==> config.mk <==
export PLATFORM = sky130hd
export DESIGN_NAME = easy_fifo_burst_reader
export DESIGN_NICKNAME = d
export VERILOG_FILES = /design/src/rtl/easy_fifo_burst_reader.sv
export SDC_FILE = /design/constraint.sdc
export NUM_CORES = 1
export LEC_CHECK = 0
export ABC_CLOCK_PERIOD_IN_PS = 2200
export BUFFER_PORTS_ARGS = -buffer_cell sky130_fd_sc_hd__buf_2
export CAP_MARGIN = 10
export CORE_AREA = 3 3 86 88
export DETAILED_ROUTE_END_ITERATION = 16
export DIE_AREA = 0 0 89 91
export HOLD_SLACK_MARGIN = 0.03
export PLACE_DENSITY = 0.86
export SLEW_MARGIN = 20
export SYNTH_ARGS = -nofsm -noshare
export SYNTH_HDL_FRONTEND = slang
export SYNTH_SLANG_ARGS = --single-unit
==> constraint.sdc <==
create_clock -name clk -period 2.2 [get_ports clk]
set_input_delay 0.22 -clock clk [delete_from_list [all_inputs] [get_ports clk]]
set_output_delay 0.22 -clock clk [all_outputs]
set_load 0.05 [all_outputs]
==> src/rtl/easy_fifo_burst_reader.sv <==
// easy_fifo_burst_reader: drains a FWFT FIFO in bursts of up to BURST_LEN words onto a valid/ready stream.
// Optional idle timeout for partial bursts is enabled by defining EASY_FIFO_BURST_TIMEOUT_EN.
module easy_fifo_burst_reader #(
    parameter int DWIDTH    = 32,
    parameter int DEPTH     = 16,
    parameter int BURST_LEN = 4,
    parameter int TIMEOUT   = 64
) (
    input  logic                   clk,
    input  logic                   rst_n,
    output logic                   fifo_rd_en,
    input  logic [DWIDTH-1:0]      fifo_rd_data,
    input  logic                   fifo_rd_empty,
    input  logic [$clog2(DEPTH):0] fifo_cnt,
    input  logic                   flush,
    output logic [DWIDTH-1:0]      m_data,
    output logic                   m_valid,
    output logic                   m_last,
    input  logic                   m_ready,
    output logic                   busy
);
    localparam int CW = $clog2(BURST_LEN) + 1;
    localparam int FW = $clog2(DEPTH) + 1;

    if (BURST_LEN < 1 || BURST_LEN > DEPTH || TIMEOUT < 2) begin : g_bad_cfg
        $error("easy_fifo_burst_reader: bad parameters");
    end

    typedef enum logic {IDLE, BURST} state_t;

    state_t            state_q;
    logic [CW-1:0]     burst_q, popped_q, accepted_q, burst_d;
    logic [DWIDTH-1:0] d0_q, d1_q;
    logic              l0_q, l1_q, v0_q, v1_q;
    logic              accept, pop_last, full_cnt, start, timeout;

    assign full_cnt   = fifo_cnt >= FW'(BURST_LEN);
    assign burst_d    = full_cnt ? CW'(BURST_LEN) : (fifo_cnt == '0 ? CW'(1) : CW'(fifo_cnt));
    assign start      = full_cnt | (flush & ~fifo_rd_empty) | timeout;
    // Entry 1 is only ever occupied while the head is, so ~v1_q means fewer than 2 held words.
    assign fifo_rd_en = (state_q == BURST) & ~fifo_rd_empty & (popped_q < burst_q) & ~v1_q;
    assign accept     = v0_q & m_ready;
    assign pop_last   = popped_q + CW'(1) == burst_q;
    assign m_data     = d0_q;
    assign m_valid    = v0_q;
    assign m_last     = l0_q;
    assign busy       = state_q == BURST;

`ifdef EASY_FIFO_BURST_TIMEOUT_EN
    localparam int TW = $clog2(TIMEOUT);
    logic [TW-1:0] idle_q;
    logic          idle_inc;
    assign idle_inc = (state_q == IDLE) & ~fifo_rd_empty & ~full_cnt;
    assign timeout  = idle_inc & (idle_q == TW'(TIMEOUT - 1));
    always_ff @(posedge clk or negedge rst_n) begin
        if (!rst_n) idle_q <= '0;
        else        idle_q <= (idle_inc & ~start) ? idle_q + TW'(1) : '0;
    end
`else
    assign timeout = 1'b0;
`endif

    always_ff @(posedge clk or negedge rst_n) begin
        if (!rst_n) begin
            state_q    <= IDLE;
            burst_q    <= '0;
            popped_q   <= '0;
            accepted_q <= '0;
        end else if (state_q == IDLE) begin
            if (start) begin
                state_q    <= BURST;
                burst_q    <= burst_d;
                popped_q   <= '0;
                accepted_q <= '0;
            end
        end else begin
            if (fifo_rd_en) popped_q <= popped_q + CW'(1);
            if (accept) accepted_q <= accepted_q + CW'(1);
            if (accept && accepted_q + CW'(1) == burst_q) state_q <= IDLE;
        end
    end

    // Accept shifts entry 1 to the head; a pop then lands in the first free slot.
    always_ff @(posedge clk or negedge rst_n) begin
        if (!rst_n) begin
            d0_q <= '0;
            d1_q <= '0;
            l0_q <= 1'b0;
            l1_q <= 1'b0;
            v0_q <= 1'b0;
            v1_q <= 1'b0;
        end else begin
            if (accept) begin
                d0_q <= d1_q;
                l0_q <= l1_q;
                v0_q <= v1_q;
                v1_q <= 1'b0;
            end
            if (fifo_rd_en) begin
                if (!v0_q || accept) begin
                    d0_q <= fifo_rd_data;
                    l0_q <= pop_last;
                    v0_q <= 1'b1;
                end else begin
                    d1_q <= fifo_rd_data;
                    l1_q <= pop_last;
                    v1_q <= 1'b1;
                end
            end
        end
    end
endmodule

==> key figures <==
Status
  • Run status: finished, final reports clean

Setup path
  • Arrival time at the worst endpoint: 1.83 ns
  • Total buffers and inverters traversed by the critical path: 2
  • Worst path top cell family by delay: simple AND/OR/NAND/NOR gates
  • Data required time at the worst endpoint: 1.98 ns
  • Maximum net fanout on the critical path: 5
  • Biggest cell delay along the critical path: 0.33 ns
  • Critical path type: flop to primary output
  • Endpoint class of the critical path: primary output
  • Sequence of cells on the critical path: inv_1 -> ha_1 -> nor4b_4 -> and2_1 -> buf_4
  • Startpoint type of the worst setup path: flop
  • CP max stage cell: sky130_fd_sc_hd__dfrtp_1

Synthesis
  • Ys flop type: sky130_fd_sc_hd__dfrtp_1
  • Combined area of all synthesized cells: 3580 um^2
  • Synth top area cells: sky130_fd_sc_hd__dfrtp_1, sky130_fd_sc_hd__mux2_2, sky130_fd_sc_hd__buf_6, sky130_fd_sc_hd__ha_1, sky130_fd_sc_hd__xor2_1
  • Synth Warn #: 0
  • Net count after synthesis: 290
  • Yosys top cell by area: sky130_fd_sc_hd__dfrtp_1
  • Average cell area after synthesis: 14.7 um^2
  • Area share of the largest cell type after synthesis: 0.545
  • Instance count of the mapped netlist: 243
  • Count of unique library cells instantiated by Yosys: 34
  • #FFs+latches synth: 78
  • Register area share after synthesis: 0.545
  • Number of flops mapped to enable cells by yosys: 0
  • Fraction of synthesis flops using an asynchronous set or reset pin: 1.00

Die
  • Die boundary height: 91 um
  • DIE AREA: 8100 um^2
  • IO Pins: 78
  • Floorplan core area: 6720 um^2
  • Number of core rows: 30
  • Initial core utilization: 0.533
  • Die outline width: 89 um

STA
  • Setup repair after global routing missed its margin: no
  • Post-route setup TNS: 0 ns
  • Max-slew violation total from the final report: 0
  • Clock tree skew after final layout: 0.00963 ns
  • Final period utilization: 0.931
  • Smallest hold slack: 0.121 ns
  • Setup violation total in the final timing report: 0
  • Hold Vio Cnt, Final: 0
  • Minimum period implied by the final worst setup slack: 2.05 ns
  • Setup slack of the critical path after layout: 0.152 ns
  • Worst-case headroom to the max-slew limit: 0.684
  • FMAX: 488 MHz
  • Pin slew with the least headroom to its limit: 0.470 ns

Clocking
  • Clock latency at the later pin of the worst-skew pair: 0.34 ns
  • Total CTS buffers: 9
  • CTS root buffer: sky130_fd_sc_hd__clkbuf_8
  • # H-tree levels: 3
  • Clock slew at reported path FFs: 0.08 ns
  • Maximum clock path buffer count: 2
  • Sinks on Clock Net: 78
  • Clock tree from TritonCTS: yes

Drt
  • WL/cell: 15.8 um
  • Number of antenna-violating nets in the routed design: 0
  • Via count: 2222
  • Post-detailed-route via-to-cell ratio: 5.37
  • Number of DRC violations after detailed routing: 0
  • Count of TritonRoute iterations in the first routing pass: 4
  • Aggregate routed wire length: 6550 um
  • Detailed Route Iter0 Violations: 65

Pwr
  • Switch Pwr: 0.00294 W
  • Clk pwr share: 0.172
  • Power per Cell Area: 1690 nW/um^2
  • Portion of total power attributed to combinational logic: 0.487
  • Leakage Power: 2.09 nW
  • Switching fraction of total power: 0.401
  • Register share of total power: 0.341
  • Internal power: 0.00439 W
  • Peak ir drop on the vdd network: 756 uV

Final layout
  • Final cell utilization of the core: 0.644
  • Layout cells sized above 1: 0.611
  • Most frequent cells in the layout: sky130_fd_sc_hd__mux2_2, sky130_fd_sc_hd__dfrtp_1, sky130_fd_sc_hd__buf_2
  • Most common cell after layout, fill and taps aside: sky130_fd_sc_hd__mux2_2
  • Number of antenna repair diodes: 0
  • # nets final: 377
  • Fin area: 4330 um^2
  • Area growth syn-to-layout: 20.7%

Placed design
  • Pre-CTS WS: 0.107 ns
  • Port bufs: 77
  • RD Place Congestion: 0.787
  • DP Wirelength: 4360 um
  • Instance area at placement: 4060 um^2

GRT
  • Pin count of the biggest net entering global routing: 79
  • Global-route total usage across every layer: 0.175
  • Total grt overflow: 0
  • Initial antenna violation count: 0
  • Via count of the first global-routing pass: 2380
  • Wire length of the first global-routing pass: 11000 um

Min path
  • Tightest Hold Check Type: input pin to flop

Run
  • Max cap viols: 0
registers in the layout, summed over array words and instances, names as in the netlist:
| signal | cells |
|---|---|
| d1_q | 32 |
| burst_q | 3 |
| popped_q | 3 |
| m_last | 1 |
| m_valid | 1 |
| busy | 1 |
| accepted_q | 3 |
| l1_q | 1 |
| m_data | 32 |
| v1_q | 1 |
power groups by stage:
stage / Sequential (W) / Clock (W) / Combinational, W
2_1_floorplan: 0.00356 / 0 / 0.00178
4_1_cts: 0.00250 / 0.00130 / 0.00361
5_1_grt: 0.00259 / 0.00135 / 0.00381
6_report: 0.00250 / 0.00126 / 0.00357
3_5_place_dp: 0.00253 / 0 / 0.00356
3_3_place_gp: 0.00249 / 0 / 0.00345
cell type report:
cell class              instances  area, um^2
clock buffers                   9         124
clock inverters                 6         111
well taps                      80         100
fillers                       514        2390
inverters                       5        18.8
repair buffers                 87         493
multi-input cells             149        1530
flip-flops and latches         78        1950
cell families (layout without fill, tap and decap cells):
kind of cell | after synthesis | in the layout | share of synthesized area
AND/OR/NAND/NOR | 22 | 22 | 0.0457
AO/OA/AOI/OAI | 15 | 15 | 0.0311
buffers and inverters | 16 | 107 | 0.0307
multiplexers | 100 | 100 | 0.313
flip-flops | 78 | 78 | 0.545
adder cells (fa/ha/maj) | 5 | 5 | 0.0175
XOR/XNOR | 7 | 7 | 0.0171
final timing paths:
check,from,end,cells after the start,slack [ns]
max,burst_q[2],fifo_rd_en,5,0.15
min,fifo_rd_data[31],d1_q[31],2,0.12
max reg2reg,popped_q[1],d1_q[14],7,0.25
min reg2reg,d1_q[3],d1_q[3],1,0.51
max in group asynchronous,rst_n,m_data[22],3,1.42
min in group asynchronous,rst_n,burst_q[0],3,0.41
stage by stage:
stage | std cells | total power, W
floorplan | 243 | 0.00534
global route | 414 | 0.00776
global placement | 396 | 0.00594
CTS | 414 | 0.00741
finish | 414 | 0.00733
detailed placement | 396 | 0.00609
what timing repair did:
action                                 in CTS  in global routing
resized for setup                           2                  0
endpoints found under the hold margin      78                  0
hold buffers                                1                  0
setup buffers                               2                  0
setup endpoints to repair                   1                  0
per-layer routing:
layer,GRT usage,share of wire
met1,0.215,0.43
met2,0.287,0.51
met3,0.0408,0.046
met4,0.0794,0.014
met5,0,0
synthesized netlist by cell type, types with 2 or more instances:
| library cell | instances |
|---|---|
| sky130_fd_sc_hd__xor2_1 | 4 |
| sky130_fd_sc_hd__nand3_1 | 4 |
| sky130_fd_sc_hd__inv_1 | 5 |
| sky130_fd_sc_hd__o21ai_0 | 2 |
| sky130_fd_sc_hd__mux2_2 | 97 |
| sky130_fd_sc_hd__nand2_1 | 3 |
| sky130_fd_sc_hd__ha_1 | 5 |
| sky130_fd_sc_hd__xnor2_1 | 3 |
| sky130_fd_sc_hd__nor2b_1 | 2 |
| sky130_fd_sc_hd__nand2b_1 | 5 |
| sky130_fd_sc_hd__buf_2 | 4 |
| sky130_fd_sc_hd__buf_6 | 6 |
| sky130_fd_sc_hd__mux2i_1 | 3 |
| sky130_fd_sc_hd__dfrtp_1 | 78 |
| sky130_fd_sc_hd__a22o_1 | 3 |
No activity file was read; power rests on OpenSTA's default activity.
